### config.mk
export PLATFORM = sky130hd
export DESIGN_NAME = instr_sequencer
export DESIGN_NICKNAME = d
export VERILOG_FILES = /design/src/rtl/instr_sequencer.sv
export SDC_FILE = /design/constraint.sdc
export NUM_CORES = 1
export LEC_CHECK = 0
export ABC_AREA = 1
export BUFFER_PORTS_ARGS = -buffer_cell sky130_fd_sc_hd__buf_4
export CAP_MARGIN = 20
export CORE_MARGIN = 5
export CORE_UTILIZATION = 45
export CTS_CLUSTER_DIAMETER = 120
export DETAILED_ROUTE_END_ITERATION = 10
export PLACE_DENSITY_LB_ADDON = 0.15
export SYNTH_ARGS = -nofsm -noshare
export SYNTH_HDL_FRONTEND = slang
export SYNTH_SLANG_ARGS = --single-unit
export TNS_END_PERCENT = 20
### constraint.sdc
create_clock -name clk -period 1.53 [get_ports clk]
set_input_delay 0.0765 -clock clk [delete_from_list [all_inputs] [get_ports clk]]
set_output_delay 0.0765 -clock clk [all_outputs]
set_load 0.03 [all_outputs]
### src/rtl/instr_sequencer.sv
// instr_sequencer: multi-cycle RV32I ALU-instruction decode/sequencing stage
// feeding the register file. IDLE -> DECODE -> EXEC -> WB, one write per
// legal instruction, never to x0.
// Optional feature macro: INSTR_SEQ_RETIRE_CNT_EN adds the `retired` counter.

module instr_sequencer #(
  parameter int unsigned XLEN = 32,
  parameter int unsigned AW   = 5
) (
  input  logic            clk,
  input  logic            rst,
  input  logic [XLEN-1:0] instr,
  input  logic            instr_valid,
  output logic            instr_ready,
  output logic [AW-1:0]   ra1,
  output logic [AW-1:0]   ra2,
  output logic [2:0]      alu_op,
  output logic            alu_src,
  output logic [XLEN-1:0] imm,
  input  logic [XLEN-1:0] alu_result,
  output logic [AW-1:0]   wa3,
  output logic [XLEN-1:0] wd3,
  output logic            we3,
  output logic            illegal
`ifdef INSTR_SEQ_RETIRE_CNT_EN
  ,
  output logic [XLEN-1:0] retired
`endif
);

  localparam int unsigned OP_W   = 3;
  localparam int unsigned IMM_W  = 12;
  localparam int unsigned FLD_W  = 5;

  localparam logic [6:0] OPC_R = 7'b0110011;
  localparam logic [6:0] OPC_I = 7'b0010011;
  localparam logic [6:0] F7_Z  = 7'b0000000;
  localparam logic [6:0] F7_S  = 7'b0100000;

  typedef enum logic [1:0] {
    S_IDLE   = 2'd0,
    S_DECODE = 2'd1,
    S_EXEC   = 2'd2,
    S_WB     = 2'd3
  } state_t;

  typedef enum logic [OP_W-1:0] {
    OP_ADD = 3'd0,
    OP_SUB = 3'd1,
    OP_AND = 3'd2,
    OP_OR  = 3'd3,
    OP_XOR = 3'd4,
    OP_SLT = 3'd5
  } alu_op_t;

  typedef struct packed {
    logic            legal;
    logic [OP_W-1:0] op;
    logic            src;
  } dec_t;

  // Maps funct3 to the shared ALU operation; ok=0 for unsupported funct3.
  function automatic logic [OP_W:0] f3_op(input logic [2:0] f3);
    logic [OP_W:0] r;
    r = '0;
    case (f3)
      3'b000:  r = {1'b1, OP_ADD};
      3'b111:  r = {1'b1, OP_AND};
      3'b110:  r = {1'b1, OP_OR};
      3'b100:  r = {1'b1, OP_XOR};
      3'b010:  r = {1'b1, OP_SLT};
      default: r = '0;
    endcase
    return r;
  endfunction

  // Full legality and ALU-control decode of one instruction word.
  function automatic dec_t decode(input logic [31:0] w);
    dec_t          d;
    logic [OP_W:0] f;
    d = '0;
    f = f3_op(w[14:12]);
    case (w[6:0])
      OPC_R: begin
        d.src = 1'b0;
        if (w[31:25] == F7_Z) begin
          d.legal = f[OP_W];
          d.op    = f[OP_W-1:0];
        end else if ((w[31:25] == F7_S) && (w[14:12] == 3'b000)) begin
          d.legal = 1'b1;
          d.op    = OP_SUB;
        end
      end
      OPC_I: begin
        d.src   = 1'b1;
        d.legal = f[OP_W];
        d.op    = f[OP_W-1:0];
      end
      default: d = '0;
    endcase
    return d;
  endfunction

  state_t            state_q, state_d;
  logic [FLD_W-1:0]  rd_q, rd_d;
  logic [AW-1:0]     ra1_q, ra1_d;
  logic [AW-1:0]     ra2_q, ra2_d;
  logic [OP_W-1:0]   alu_op_q, alu_op_d;
  logic              alu_src_q, alu_src_d;
  logic [XLEN-1:0]   imm_q, imm_d;
  logic [AW-1:0]     wa3_q, wa3_d;
  logic [XLEN-1:0]   wd3_q, wd3_d;
  logic              we3_q, we3_d;
  logic              illegal_q, illegal_d;
`ifdef INSTR_SEQ_RETIRE_CNT_EN
  logic [XLEN-1:0]   retired_q, retired_d;
`endif

  dec_t              dec;
  logic [IMM_W-1:0]  imm_fld;

  // Decode of the word on the bus, latched at the handshake so the
  // decoded controls are already registered during DECODE.
  always_comb begin
    dec     = decode(instr[31:0]);
    imm_fld = instr[31:20];
  end

  // Next-state and datapath register updates.
  always_comb begin
    state_d   = state_q;
    rd_d      = rd_q;
    ra1_d     = ra1_q;
    ra2_d     = ra2_q;
    alu_op_d  = alu_op_q;
    alu_src_d = alu_src_q;
    imm_d     = imm_q;
    wa3_d     = wa3_q;
    wd3_d     = wd3_q;
    we3_d     = 1'b0;
    illegal_d = 1'b0;
`ifdef INSTR_SEQ_RETIRE_CNT_EN
    retired_d = retired_q;
`endif
    case (state_q)
      S_IDLE: begin
        if (instr_valid) begin
          state_d   = S_DECODE;
          rd_d      = instr[11:7];
          ra1_d     = AW'(instr[19:15]);
          ra2_d     = AW'(instr[24:20]);
          imm_d     = {{(XLEN-IMM_W){imm_fld[IMM_W-1]}}, imm_fld};
          illegal_d = ~dec.legal;
          if (dec.legal) begin
            alu_op_d  = dec.op;
            alu_src_d = dec.src;
          end
        end
      end
      S_DECODE: begin
        state_d = illegal_q ? S_IDLE : S_EXEC;
      end
      S_EXEC: begin
        state_d = S_WB;
        wd3_d   = alu_result;
        wa3_d   = AW'(rd_q);
        we3_d   = (rd_q != '0);
      end
      S_WB: begin
        state_d = S_IDLE;
`ifdef INSTR_SEQ_RETIRE_CNT_EN
        retired_d = retired_q + XLEN'(1);
`endif
      end
      default: state_d = S_IDLE;
    endcase
  end

  // State and output registers.
  always_ff @(posedge clk or negedge rst) begin
    if (!rst) begin
      state_q   <= S_IDLE;
      rd_q      <= '0;
      ra1_q     <= '0;
      ra2_q     <= '0;
      alu_op_q  <= '0;
      alu_src_q <= 1'b0;
      imm_q     <= '0;
      wa3_q     <= '0;
      wd3_q     <= '0;
      we3_q     <= 1'b0;
      illegal_q <= 1'b0;
`ifdef INSTR_SEQ_RETIRE_CNT_EN
      retired_q <= '0;
`endif
    end else begin
      state_q   <= state_d;
      rd_q      <= rd_d;
      ra1_q     <= ra1_d;
      ra2_q     <= ra2_d;
      alu_op_q  <= alu_op_d;
      alu_src_q <= alu_src_d;
      imm_q     <= imm_d;
      wa3_q     <= wa3_d;
      wd3_q     <= wd3_d;
      we3_q     <= we3_d;
      illegal_q <= illegal_d;
`ifdef INSTR_SEQ_RETIRE_CNT_EN
      retired_q <= retired_d;
`endif
    end
  end

  assign instr_ready = (state_q == S_IDLE);
  assign ra1         = ra1_q;
  assign ra2         = ra2_q;
  assign alu_op      = alu_op_q;
  assign alu_src     = alu_src_q;
  assign imm         = imm_q;
  assign wa3         = wa3_q;
  assign wd3         = wd3_q;
  assign we3         = we3_q;
  assign illegal     = illegal_q;
`ifdef INSTR_SEQ_RETIRE_CNT_EN
  assign retired     = retired_q;
`endif

endmodule
==> results.yml, run 1 <==
clock_tree:
  cts_tree: "yes"
  clk_pin_slew_worst_paths_ns: 0.07
  post_cts_buffers: 0
  cts_buffers: 9
  cts_root_buffer: "clkbuf_8"
  worstSkewPairLatency_ns: 0.32
  cts_max_level: 3
  clock_path_buffers: 2
  clock-sinks: 67
power_and_ir_drop:
  peakVddDrop_mv: 1.43
  power_mw: 10.2
  p_per_area_mw_per_mm2: 2200
  p_leak_nw: 2.56
sta:
  clock_skew_ns: 0.00856
  finalWorstSetupSlack_ns: 0.266
  max-slew-margin-rel_pct: 69.9
  setup_viol: 0
  tightest_slew_ns: 0.451
  finalCriticalPeriod_ns: 1.26
  hold_violations: 0
  fin_crit_sh_pct: 82.6
  setup_tns_ns: 0
  whs_ns: 0.0277
  slew_viol_final: 0
  clock.fmax_ghz: 0.791
  rsz0062_at_grt: "false"
status:
  status: "complete, no violations"
setup_path:
  startpoint: "instr[26]"
  setup.worst_path.class: "input pin to flip-flop"
  cp-end-kind: "flip-flop"
  arrival_ns: 1.46
  crit_fanout: 7
  rrSetupSlack_ns: 0.27
  cp_data_required_time_ns: 1.73
  reg2reg_to: "wa3[0]"
  start_kind: "input pin"
  cp-endpoint: "alu_src"
  rr_worst_depth: 6
route:
  first_iter_violations: 94
  vias: 2675
  ant_nets: 0
  wl_per_cell_um: 13.1
  wirelength_um: 7840
  firstDrtPassIters: 4
  drc: 0
  viasPerCell: 4.47
floorplan:
  die-area_mm2: 0.00811
  die_h_um: 90.0
  dieWidth_um: 90.0
  num_rows: 29
  fp.coreArea_mm2: 0.00628
  start_util_pct: 45.9
  ios: 153
synthesis:
  synth.mux.area_fraction_pct: 0
  netlist.top_cell.by_area: "dfrtp_1"
  synth-compound-area-share_pct: 3.30
  synth_top_family_by_area: "simple AND/OR/NAND/NOR gates"
  yosysUniqueCellTypes: 20
  yosys_warnings: 0
  yosys.area_share.simple_pct: 27.2
  ys_seq_area_share_pct: 58.2
  ys_top_cells_by_area: "dfrtp_1, nand2_1, buf_4, o21ai_1, inv_1"
  synthAdderAreaFrac_pct: 0
  synth_top_area_share_pct: 58.2
  netlist_instances: 332
  syn_area_mm2: 0.00288
  synth_nets: 399
  synth-seq-cells: 67
  synthXorXnorAreaFrac_pct: 0
  syn_area_per_cell_um2: 8.68
run:
  cap_violations: 0
global_routing:
  antenna_found_initial: 0
  grt_pass1_wl_um: 13400
  grt_max_degree: 43
  grt_util_all_layers_pct: 20.0
  overflow: 0
  grt_pass1_vias: 2869
final_layout:
  antennaDiodeCount: 0
  final_area_mm2: 0.00466
  drive_gt1_share_pct: 35.6
  n_fill_cell: 473
  final_cell_mix: "nand2_1, buf_4, dfrtp_1"
  num-nets-final: 584
  multi_input_area_um2: 880
  regArea_mm2: 0.00168
  final_cells: 599
  final_util_pct: 74.3
  syn2layout_area_growth_pct: 61.8
  layout_commonest_cell: "nand2_1"
place:
  place.gp.congestion: 0.852
  hpwlAfterDp_um: 5300
  dpl_cell_area_mm2: 0.00391
  post-place-ws_ns: 0.276
  place_inst: 530
  port_buffers: 152
worst_hold_path:
  hold_class: "input pin to flip-flop"
[worst max-delay path, cell delays in order]
cell and delay (ns):
dlygate4sd3_1 0.54, buf_4 0.14, nor2_1 0.09, nand2_1 0.07, nor2_2 0.13, nand3_2 0.11
nand2_2 0.08, nand3_4 0.10, nand2_1 0.07, o21ai_1 0.06
[final cells by class]
cell class	count	share of cell area (%)
clock buffers	13	3.84
clock inverters	3	0.939
inverters	17	1.42
multi-input cells	212	18.9
flip-flops and latches	67	36.0
well taps	77	2.07
repair buffers	210	36.9
[cell families (layout without fill, tap and decap cells)]
kind of cell,count (synthesis),count (layout)
AND/OR/NAND/NOR,193,193
buffers and inverters,53,243
AO/OA/AOI/OAI,19,19
flip-flops,67,67
[power breakdown]
part	internal (mW)	switching [mW]
sequential	2.58	0.525
combinational	1.97	3.62
clock	0.931	0.616
total	5.48	4.76
[metal layers]
metal	global-route usage [%]	wire length, um	up-vias	part of all wire [%]
met3	6.09	523	15	6.7
met4	8.06	173	0	2.2
li1	-	-	1352	-
met2	32.7	3820	100	49
met5	0	0	-	0
met1	24.5	3320	1208	42
[how the worst min path moves through the flow]
| stage | endpoint | cells after the start | startpoint |
|---|---|---|---|
| 2_1_floorplan | asynchronous set/reset pin | 0 | rst |
| 3_3_place_gp | wd3[18] | 1 | rst |
| 3_5_place_dp | wd3[18] | 1 | rst |
| 4_1_cts | imm[9] | 3 | instr[29] |
| 5_1_grt | imm[11] | 3 | instr[31] |
| 6_report | imm[9] | 3 | instr[29] |
[state kept, by name, indices dropped and copies added (netlist names), 3 cells and up, named ones only]
signal / count
wa3: 5
wd3: 32
alu_op: 3
ra1: 5
ra2: 4
imm: 8
rd_q: 5
[cells in the mapped netlist]
cell type,count
a21oi_1,1
buf_2,7
buf_4,27
buf_6,2
dfrtp_1,67
inv_1,14
inv_2,2
inv_4,1
nand2_1,169
nand2_2,2
nand3_1,3
nand3_2,1
nand3_4,1
nand4_1,3
nor2_1,8
nor2_2,3
nor2_4,2
nor3_1,1
o21ai_0,2
o21ai_1,16
[repair_timing]
action / 4_1_cts / 5_1_grt
endpoints found under the setup margin: 0 / 21
resized for setup: 0 / 1
endpoints found under the hold margin: 85 / 0
hold buffers: 53 / 0
(Power assumes the default switching activity.)
==> run 2, diff against run 1 <==
Clock period 1.53 ns to 1.3 ns, I/O delays scaled along.
==> run 2 against run 1 <==
Effect of this change: critical path depth decreased by 1; cell count decreased by 0.33%; worst setup slack got worse by 0.23 ns; die area unchanged; total power increased by 17%; hold slack got worse by 0.016 ns; first-iteration DRC count increased by 12%; wire length decreased by 0.57%; non-clock buffer count decreased by 1; largest cell class unchanged.
==> results.yml, run 2 (same netlist as run 1, synthesis figures left out) <==
final_layout:
  antennaDiodeCount: 0
  num-nets-final: 583
  syn2layout_area_growth_pct: 62.8
  final_area_mm2: 0.00469
  drive_gt1_share_pct: 36.3
  final_cell_mix: "nand2_1, buf_4, dfrtp_1"
  largest_reg_flops: 32
  layout_commonest_cell: "nand2_1"
setup_path:
  crit_fanout: 7
  reg2reg_to: "alu_op[2]"
  start_kind: "input pin"
  rr_worst_depth: 6
  rrSetupSlack_ns: 0.10
  arrival_ns: 1.47
  cp_data_required_time_ns: 1.51
  cp-end-kind: "flip-flop"
  setup.worst_path.class: "input pin to flip-flop"
  r2r_start: "state_q[0]"
global_routing:
  grt_pass1_wl_um: 13200
  overflow: 0
  grt_util_all_layers_pct: 19.4
  grt_pass1_vias: 2758
  grt_max_degree: 34
  antenna_found_initial: 0
sta:
  clock.fmax_ghz: 0.794
  whs_ns: 0.0114
  setup_viol: 0
  hold_violations: 0
  clock_skew_ns: 0.00804
  fin_crit_sh_pct: 96.9
  finalCriticalPeriod_ns: 1.26
  max-slew-margin-rel_pct: 77.7
  finalWorstSetupSlack_ns: 0.0406
  tightest_slew_ns: 0.334
  slew_viol_final: 0
floorplan:
  fp.coreArea_mm2: 0.00628
  num_rows: 29
  ios: 153
  dieWidth_um: 90.0
  die-area_mm2: 0.00811
  start_util_pct: 45.9
  die_h_um: 90.0
route:
  dr.max_layer_used: "met4"
  firstDrtPassIters: 4
  wl_met3_um: 591
  wirelength_um: 7790
  ant_nets: 0
  wl_met1_um: 3220
  vias: 2676
  wl_met2_um: 3880
  viasPerCell: 4.48
  first_iter_violations: 105
  wl_per_cell_um: 13.1
  drc: 0
clock_tree:
  cts_buffers: 9
  post_cts_buffers: 0
  clk_pin_slew_worst_paths_ns: 0.07
  cts_max_level: 3
  clock_path_buffers: 2
  clock-sinks: 67
  worstSkewPairLatency_ns: 0.33
  cts_tree: "yes"
  cts_root_buffer: "clkbuf_8"
place:
  port_buffers: 152
  post-place-ws_ns: 0.0955
  place.gp.congestion: 0.883
  hpwlAfterDp_um: 5250
  dpl_cell_area_mm2: 0.00395
power_and_ir_drop:
  p_leak_nw: 2.56
  p_per_area_mw_per_mm2: 2560
  peakVddDrop_mv: 1.80
run:
  cap_violations: 0
status:
  status: "complete, no violations"
worst_hold_path:
  hold_depth: 3
  hold_end: "imm[11]"
  hold_class: "input pin to flip-flop"
  hp-start: "instr[31]"
==> run 2: cell count changes in the layout (fill, tap and decap cells not counted), sizes merged <==
| cell | change |
|---|---|
| clkinv | -1 |
| dlygate4sd3 | -1 |
| buf | -1 |
| dlymetal6s4s | +1 |
==> run 2: how the worst max path moves through the flow <==
stage               start   endpoint  slack, ns  cells after the start
2_1_floorplan  state_q[0]    alu_src       0.06                      6
3_3_place_gp   state_q[0]        we3       0.12                      4
3_5_place_dp   state_q[0]  alu_op[1]        0.1                      6
4_1_cts         instr[25]  alu_op[0]       0.04                      9
5_1_grt         instr[26]  alu_op[2]     -0.004                      9
6_report        instr[26]  alu_op[2]       0.04                      9
==> run 2: timing repair <==
item,CTS,global route
gates resized for setup,1,12
endpoints found under the setup margin,21,6
hold endpoints to repair,119,0
hold buffers,53,0
pin swaps,0,5
==> run 2: power breakdown <==
group / total, mW / switching [mW] / internal (mW)
Clock: 1.67 / 0.694 / 0.979
Combinational: 6.67 / 4.27 / 2.40
Sequential: 3.67 / 0.622 / 3.05
==> run 2: cell type report <==
cell class	instances	area, um^2
Sequential cell	67	1680
Fill cell	459	1590
Timing Repair Buffer	209	1740
Multi-Input combinational cell	212	912
Clock inverter	2	35.0
Clock buffer	13	159
Inverter	17	66.3
Tap cell	77	96.3
==> run 2: layer usage <==
layer,track usage (%),up-vias
li1,-,1355
met1,24.7,1216
met2,31.2,94
met3,6.26,11
met4,6.58,0
met5,0,-
==> run 2: metrics by stage <==
stage | TNS (ns) | power [mW] | util, % | std cells
2_1_floorplan | 0 | 8.10 | - | 332
4_1_cts | 0 | 12.1 | 74.5 | 600
3_5_place_dp | 0 | 10.2 | 62.9 | 532
3_3_place_gp | 0 | 10.1 | 62.9 | 532
5_1_grt | -0.00382 | 12.8 | 74.7 | 597
6_report | 0 | 12.0 | 74.7 | 597
==> run 2: critical path, cell delays in order <==
cell and delay [ns]:
dlygate4sd3_1 0.60, nor2_4 0.13, nand2_2 0.06, nor2_4 0.13
nand3_2 0.11, nand2_2 0.09, nand3_4 0.11, nand2_2 0.10
o21ai_2 0.06
==> run 3, diff against run 2 <==
Settings changed: PLACE_DENSITY set to 0.82, PLACE_DENSITY_LB_ADDON 0.15 to not set.
==> run 3 against run 2 <==
Effect of this change: cell count increased by 0.34%; largest power group unchanged; via count rose by 4.5%; critical path type unchanged; fmax down 1.8%; clock-buffer cell count down 2; combinational power is 0.7% higher; clock power fell by 4%; worst setup slack got worse by 0.023 ns; utilization up 0.28 points; first-iteration DRC count fell by 27%.
==> results.yml, run 3 (same netlist as run 1, synthesis figures left out) <==
run:
  cap_violations: 0
route:
  wirelength_um: 8370
  firstDrtPassIters: 5
  wl_per_cell_um: 14.0
  vias: 2796
  viasPerCell: 4.67
  drc: 0
  ant_nets: 0
  first_iter_violations: 77
clock_tree:
  clk_pin_slew_worst_paths_ns: 0.06
  clock-sinks: 67
  cts_root_buffer: "clkbuf_8"
  cts_max_level: 3
  cts_tree: "yes"
  clock_path_buffers: 2
  worstSkewPairLatency_ns: 0.33
  cts_buffers: 9
final_layout:
  drive_gt1_share_pct: 36.4
  syn2layout_area_growth_pct: 63.4
  antennaDiodeCount: 0
  final_area_mm2: 0.00471
  regArea_mm2: 0.00168
  num-nets-final: 586
  layout_commonest_cell: "nand2_1"
  final_cell_mix: "nand2_1, buf_4, dfrtp_1"
  multi_input_area_um2: 910
  largest_reg_flops: 32
  n_fill_cell: 434
worst_hold_path:
  hold_class: "input pin to flip-flop"
  hp-start: "instr[30]"
  hold_depth: 3
  hold_end: "imm[10]"
sta:
  setup_viol: 0
  tightest_slew_ns: 0.323
  hold_violations: 0
  slew_viol_final: 0
  clock_skew_ns: 0.00636
  clock.fmax_ghz: 0.780
  max-slew-margin-rel_pct: 78.5
  finalWorstSetupSlack_ns: 0.0172
  whs_ns: 0.0244
  finalCriticalPeriod_ns: 1.28
  fin_crit_sh_pct: 98.7
setup_path:
  startpoint: "instr[28]"
  crit_top_cell: "nand2_2"
  rrSetupSlack_ns: 0.11
  cp-end-kind: "flip-flop"
  max_stage_delay_ns: 0.55
  rr_worst_depth: 6
  start_kind: "input pin"
  r2r_start: "state_q[0]"
  cpMaxStageDelayCell: "dlygate4sd3_1"
  reg2reg_to: "alu_op[2]"
  arrival_ns: 1.49
  cp_data_required_time_ns: 1.51
  crit_chain: "dlygate4sd3_1 > buf_6 > nor2_4 > nand2_2 > nor2_4 > nand3_2 > nand2_2 > nand3_4 > nand2_2 > o21ai_1"
  setup.worst_path.class: "input pin to flip-flop"
  crit_fanout: 7
status:
  status: "complete, no violations"
floorplan:
  die-area_mm2: 0.00811
  fp.coreArea_mm2: 0.00628
  num_rows: 29
  start_util_pct: 45.9
  ios: 153
  dieWidth_um: 90.0
  die_h_um: 90.0
place:
  place.gp.congestion: 0.793
  dpl_cell_area_mm2: 0.00394
  post-place-ws_ns: 0.0933
  hpwlAfterDp_um: 5530
  port_buffers: 152
power_and_ir_drop:
  p_per_area_mw_per_mm2: 2550
  p_leak_nw: 2.57
  power_mw: 12.0
  peakVddDrop_mv: 2.10
global_routing:
  antenna_found_initial: 0
  grt_pass1_vias: 2811
  grt_use_met1_pct: 25.9
  overflow: 0
  grt_max_degree: 43
  grt_util_met3_pct: 7.51
  grt_util_all_layers_pct: 20.2
  met2_usage_pct: 31.2
  busiest_layer: "met2"
  grt_pass1_wl_um: 13500
-- run 3: what timing repair did --
action / 4_1_cts / 5_1_grt
resized for setup: 1 / 13
hold buffers: 55 / 0
buffers inserted: 0 / 1
pin swaps: 0 / 4
endpoints found under the hold margin: 121 / 0
endpoints found under the setup margin: 21 / 6
-- run 3: how the worst max path moves through the flow --
stage	cells past startpoint	slack, ns	to
floorplan	6	0.06	alu_src
global placement	4	0.12	we3
detailed placement	6	0.09	alu_op[2]
CTS	10	0.04	alu_op[2]
global route	10	-0.04	alu_op[2]
finish	10	0.02	alu_op[2]
-- run 3: per-stage QoR --
| step | std cells | utilization [%] | TNS, ns |
|---|---|---|---|
| 6_report | 599 | 75.0 | 0 |
| 5_1_grt | 599 | 75.0 | -0.0751 |
| 3_5_place_dp | 531 | 62.8 | 0 |
| 4_1_cts | 600 | 74.5 | 0 |
| 2_1_floorplan | 332 | - | 0 |
| 3_3_place_gp | 531 | 62.8 | 0 |
-- run 3: routing by layer --
metal	wire, um	share of wire [%]
met1	3500	42
met2	3980	48
met3	711	8.5
met4	178	2.1
met5	0	0
-- run 3: layout make-up --
type | instances | share of cell area [%]
Timing Repair Buffer | 212 | 37.7
Tap cell | 77 | 2.05
Clock inverter | 3 | 0.850
Inverter | 17 | 1.41
Clock buffer | 11 | 3.00
Sequential cell | 67 | 35.7
Multi-Input combinational cell | 212 | 19.3
-- run 3: worst max-delay path, delay by kind of cell --
kind	cells	cell delay, ns
AOI/OAI and AO/OA	1	0.06
buffers and inverters	2	0.68
and+or+nand+nor	7	0.69
-- run 3: power by group --
part | internal [mW] | switching [mW] | total, mW
sequential | 3.04 | 0.640 | 3.68
clock | 0.911 | 0.699 | 1.61
combinational | 2.40 | 4.32 | 6.72
